**src/rtl/imm_issue_ctrl.sv**
```systemverilog
// Decode-stage controller for the immediate-generation datapath.
// Classifies the opcode, forms the immediate and the PC-relative target,
// and buffers decoded entries in a 2-entry skid buffer.
module imm_issue_ctrl #(
    parameter int unsigned CNT_W        = 8,
    parameter logic [31:0] RESET_PC_TAG = 32'h0000_0000
) (
    input  logic             clk,
    input  logic             rst,
    input  logic             in_valid,
    output logic             in_ready,
    input  logic [31:0]      in_instr,
    input  logic [31:0]      in_pc,
    input  logic             flush,
    output logic             out_valid,
    input  logic             out_ready,
    output logic [31:0]      out_imm,
    output logic [2:0]       out_immsrc,
    output logic             out_illegal,
    output logic [31:0]      out_pc,
    output logic [31:0]      out_target,
    output logic [CNT_W-1:0] illegal_cnt
);

    typedef enum logic [1:0] {
        S_EMPTY = 2'd0,
        S_ONE   = 2'd1,
        S_FULL  = 2'd2
    } state_t;

    typedef struct packed {
        logic [31:0] imm;
        logic [2:0]  src;
        logic        ill;
        logic [31:0] pc;
        logic [31:0] tgt;
    } entry_t;

    localparam entry_t ENTRY_RST = '{imm: '0, src: '0, ill: 1'b0,
                                     pc: RESET_PC_TAG, tgt: RESET_PC_TAG};

    state_t           state_q, state_d;
    entry_t           main_q, main_d;
    entry_t           skid_q, skid_d;
    entry_t           dec;
    logic [CNT_W-1:0] cnt_q, cnt_d;

    logic [6:0]  opcode;
    logic [2:0]  funct3;
    logic [19:0] inx20;
    logic [11:0] inx12;
    logic        accept;
    logic        fire;

    assign in_ready = !rst && (state_q != S_FULL);
    assign accept   = in_valid && in_ready;
    assign fire     = out_valid && out_ready;

    // Combinational decode of the incoming instruction into a buffer entry
    always_comb begin
        opcode  = in_instr[6:0];
        funct3  = in_instr[14:12];
        inx20   = in_instr[31:12];
        inx12   = in_instr[31:20];
        dec     = '0;
        dec.pc  = in_pc;
        case (opcode)
            7'b0110111, 7'b0010111: dec.src = 3'd0;
            7'b1101111:             dec.src = 3'd1;
            7'b0010011:             dec.src = (funct3 == 3'b001 || funct3 == 3'b101) ? 3'd3 : 3'd2;
            7'b0000011, 7'b1100111: dec.src = 3'd4;
            7'b0100011: begin
                dec.src = 3'd5;
                inx12   = {in_instr[31:25], in_instr[11:7]};
            end
            7'b1100011: begin
                dec.src = 3'd6;
                inx12   = {in_instr[31], in_instr[30:25], in_instr[11:8], in_instr[7]};
            end
            default: begin
                dec.src = 3'd7;
                dec.ill = 1'b1;
            end
        endcase
        case (dec.src)
            3'd0:             dec.imm = {inx20, 12'b0};
            3'd1:             dec.imm = {{12{inx20[19]}}, inx20[7:0], inx20[8], inx20[18:9], 1'b0};
            3'd2, 3'd4, 3'd5: dec.imm = {{20{inx12[11]}}, inx12};
            3'd3:             dec.imm = {27'b0, inx12[4:0]};
            3'd6:             dec.imm = {{20{inx12[11]}}, inx12[0], inx12[10:5], inx12[4:1], 1'b0};
            default:          dec.imm = '0;
        endcase
        dec.tgt = in_pc + dec.imm;
    end

    // Skid-buffer next state, entry loads and illegal counter update
    always_comb begin
        state_d = state_q;
        main_d  = main_q;
        skid_d  = skid_q;
        cnt_d   = cnt_q;
        if (flush) begin
            state_d = S_EMPTY;
        end else begin
            if (accept && dec.ill && cnt_q != '1) begin
                cnt_d = cnt_q + CNT_W'(1);
            end
            case (state_q)
                S_EMPTY: begin
                    if (accept) begin
                        state_d = S_ONE;
                        main_d  = dec;
                    end
                end
                S_ONE: begin
                    if (accept && fire) begin
                        main_d = dec;
                    end else if (accept) begin
                        state_d = S_FULL;
                        skid_d  = dec;
                    end else if (fire) begin
                        state_d = S_EMPTY;
                    end
                end
                S_FULL: begin
                    if (fire) begin
                        state_d = S_ONE;
                        main_d  = skid_q;
                    end
                end
                default: state_d = S_EMPTY;
            endcase
        end
    end

    // State and data registers with synchronous reset
    always_ff @(posedge clk) begin
        if (rst) begin
            state_q <= S_EMPTY;
            main_q  <= ENTRY_RST;
            skid_q  <= ENTRY_RST;
            cnt_q   <= '0;
        end else begin
            state_q <= state_d;
            main_q  <= main_d;
            skid_q  <= skid_d;
            cnt_q   <= cnt_d;
        end
    end

    assign out_valid   = (state_q != S_EMPTY);
    assign out_imm     = main_q.imm;
    assign out_immsrc  = main_q.src;
    assign out_illegal = main_q.ill;
    assign out_pc      = out_valid ? main_q.pc  : RESET_PC_TAG;
    assign out_target  = out_valid ? main_q.tgt : RESET_PC_TAG;
    assign illegal_cnt = cnt_q;

endmodule

```
**config.mk**
```make
export PLATFORM = sky130hd
export DESIGN_NAME = imm_issue_ctrl
export DESIGN_NICKNAME = d
export VERILOG_FILES = /design/src/rtl/imm_issue_ctrl.sv
export SDC_FILE = /design/constraint.sdc
export NUM_CORES = 1
export LEC_CHECK = 0
export ABC_CLOCK_PERIOD_IN_PS = 12600
export CORE_MARGIN = 8
export CORE_UTILIZATION = 35
export DETAILED_ROUTE_END_ITERATION = 10
export PLACE_DENSITY = 0.56
export SETUP_SLACK_MARGIN = 0.3
export SLEW_MARGIN = 20
export SYNTH_ARGS = -nofsm -noshare
export SYNTH_HDL_FRONTEND = slang
export SYNTH_SLANG_ARGS = --single-unit
```
**constraint.sdc**
```tcl
create_clock -name clk -period 12.6 [get_ports clk]
set_input_delay 3.15 -clock clk [delete_from_list [all_inputs] [get_ports clk]]
set_output_delay 3.15 -clock clk [all_outputs]
set_load 0.1 [all_outputs]
```
==> run metrics <==
Synth Flop Type=dfxtp_1; CP max FO=46; worst-case clock buffer depth=3; clock root cell=clkbuf_16; IO Pins=179; Synth warnings=0; Pint=1.20 mW; Synth-to-Final Area Change=23.1%; synthesized instance count=1468; Comb pwr share=0.129; Worst EP required=9.45 ns; worst setup path start=rst; Post-synth EDFFs=0; CP Capture Point=in_ready; wire length per cell=18.2 um; worst hold path type=reg -> reg; die width=193 um; mean post-synth cell area=7.50 sq um; R2R Setup Slk=9.32 ns; initial core utilization=0.352; most common cell after layout, fill and taps aside=nand2_1; via-per-instance ratio=5.24; Pwr Total=1.63 mW; area of the multi-input gates=0.00606 sq mm; worst vdd ir=0.0944 mV; TritonCTS buffer count=25; RR Endpoint=out_imm[22]; MaxCap Viol Count=0; clock network power share=0.448; setup ws final=4.74 ns; multiplexer share of the synthesized area=0.00545; grt total ovfl=0; clk sinks=210; most frequent cells in the layout=266 x nand2_1, 210 x dfxtp_1, 198 x nor2_1; Syn Std Cell Area=0.0110 sq mm; Total Wirelength=35600 um; Detail Placement HPWL=25100 um; worst skew pair latency=0.52 ns; final hold vios=0; CTS tree=done; worst r2r src=state_q[1]; simple-gate share of the synthesized area=0.247; worst hold slack=0.453 ns; #FFs+latches synth=210; final core occ=0.433; met3 Use GR=0.0361; Critical Path End Type=output port; Placed Area=0.0127 sq mm; RD Place Congestion=0.904; RSZ-0062 raised after global routing=false; pwr dens=120 mW/mm^2; fmax=0.127 GHz; Post-synth ARST share=0; Die Ht=193 um; share of layout cells above drive strength 1=0.0380; Synth Area in Adders=0.0382; Vias=10235; Leakage=4.97 nW; Rel. slew slack=0.290; share of power burned in registers=0.423; # resized after CTS=0; largest family of logic cells by synthesized area=simple AND/OR/NAND/NOR gates; # DRC=0; Slew Limit Fails=0; Clk pin slew, worst setup/hold paths=0.06 ns; vias in the first global route=9649; WS Path Type=in -> out; met1 Use GR=0.241; first-pass GRT wire length=56100 um; library cells used by synthesis=58; post-synthesis xor/xnor area fraction=0.0272; worst slew pin tran=1.07 ns; core box area=0.0313 sq mm; Pre-Repair DR Iteration Count=5; port bufs=178; Worst Reg-to-Reg Cells=8; Net Count, Synth=1570; post-synthesis compound-gate area fraction=0.228; Fillers=3171; DRT iter0 DRCs=680; met2 Resource Use GR=0.302; clk_skew=0.0113 ns; die area=0.0374 sq mm; cell area after layout=0.0136 sq mm; final worst-path cycle share=0.624; final std cells w/o fill=1953; setup violators final=0; Cells after DPL=1912; Sw Ratio=0.264; GR Util All Layers=0.181; row cnt=65; Sum Neg Setup Slack=0 ns; status=finished clean; Most Crowded Layer GR=met2; initial antenna violation count=0; hold buffers post-CTS=0; final antenna-violating net count=0; setup bufs post-CTS=0; Critical Path AT=4.71 ns; final worst path period need=7.86 ns; H-tree levels=1; Psw=0.429 mW; Final nets=1639; sequential share of the synthesized area=0.382; largest net degree at the start of global routing=98; register area=0.00420 sq mm; worst slack at placement=4.38 ns; n_diodes=0; crit path launch type=primary input
-- final cells by class --
type                       count  area share
sequential                   210       0.310
timing repair buffer         188       0.137
multi-input combinational   1083       0.447
clock inverter                 7     0.00905
clock buffer                  34      0.0516
inverter                      29     0.00803
tap                          402      0.0371
-- how the worst min path moves through the flow --
stage / startpoint / to / slack, ns / cells past startpoint
finish: skid_q[32] / skid_q[32] / 0.45 / 2
global route: skid_q[37] / skid_q[37] / 0.47 / 2
CTS: skid_q[32] / skid_q[32] / 0.45 / 2
detailed placement: skid_q[32] / skid_q[32] / 0.45 / 2
global placement: skid_q[27] / skid_q[27] / 0.44 / 2
floorplan: main_q[1] / main_q[1] / 0.43 / 2
-- sequential cells by signal, summed over array words and instances, names as in the netlist --
name / cells
out_immsrc: 3
state_q: 2
out_illegal: 1
out_imm: 32
skid_q: 100
main_q: 64
illegal_cnt: 8
-- Yosys cell counts (all sizes together), types with 7 or more instances --
library cell    n  area share
nor2b          74       0.042
o31ai           7      0.0048
dfxtp         210        0.38
o21ai          26       0.012
a21o           12      0.0082
nand2b         10      0.0057
nand3          13      0.0059
a211oi         81       0.055
and2           10      0.0057
nor3           15      0.0068
a21oi         169       0.077
nand2         266       0.091
inv            29      0.0099
a311oi         51       0.041
ha             32       0.036
xor2           16       0.013
clkbuf        105       0.036
xnor2          16       0.014
o211ai          7      0.0048
buf            41       0.026
nor2          200       0.068
-- power by group through the flow --
| stage | Combinational [mW] | Clock (mW) | Sequential [mW] |
|---|---|---|---|
| after global routing | 0.226 | 0.776 | 0.690 |
| after floorplan | 0.139 | 0 | 0.702 |
| after detailed placement | 0.210 | 0 | 0.704 |
| after global placement | 0.210 | 0 | 0.703 |
| after CTS | 0.211 | 0.750 | 0.689 |
| final | 0.209 | 0.728 | 0.689 |
-- critical path: stages --
cell,delay (ns)
buf_6,0.19
nor2_1,0.19
clkdlybuf4s50_1,1.16
-- per-layer routing --
layer	vias up	wire length [um]
met2	254	16400
li1	5153	-
met4	0	703
met5	-	0
met1	4784	16500
met3	44	1960
-- logic make-up (layout without fill, tap and decap cells) --
kind of cell / after synthesis / count (layout)
muxes: 6 / 6
AOI/OAI and AO/OA: 389 / 389
and+or+nand+nor: 623 / 623
xor gates and xnor gates: 32 / 32
adders and majority gates: 33 / 33
DFF: 210 / 210
buffers and inverters: 175 / 258
(Power assumes the default switching activity.)
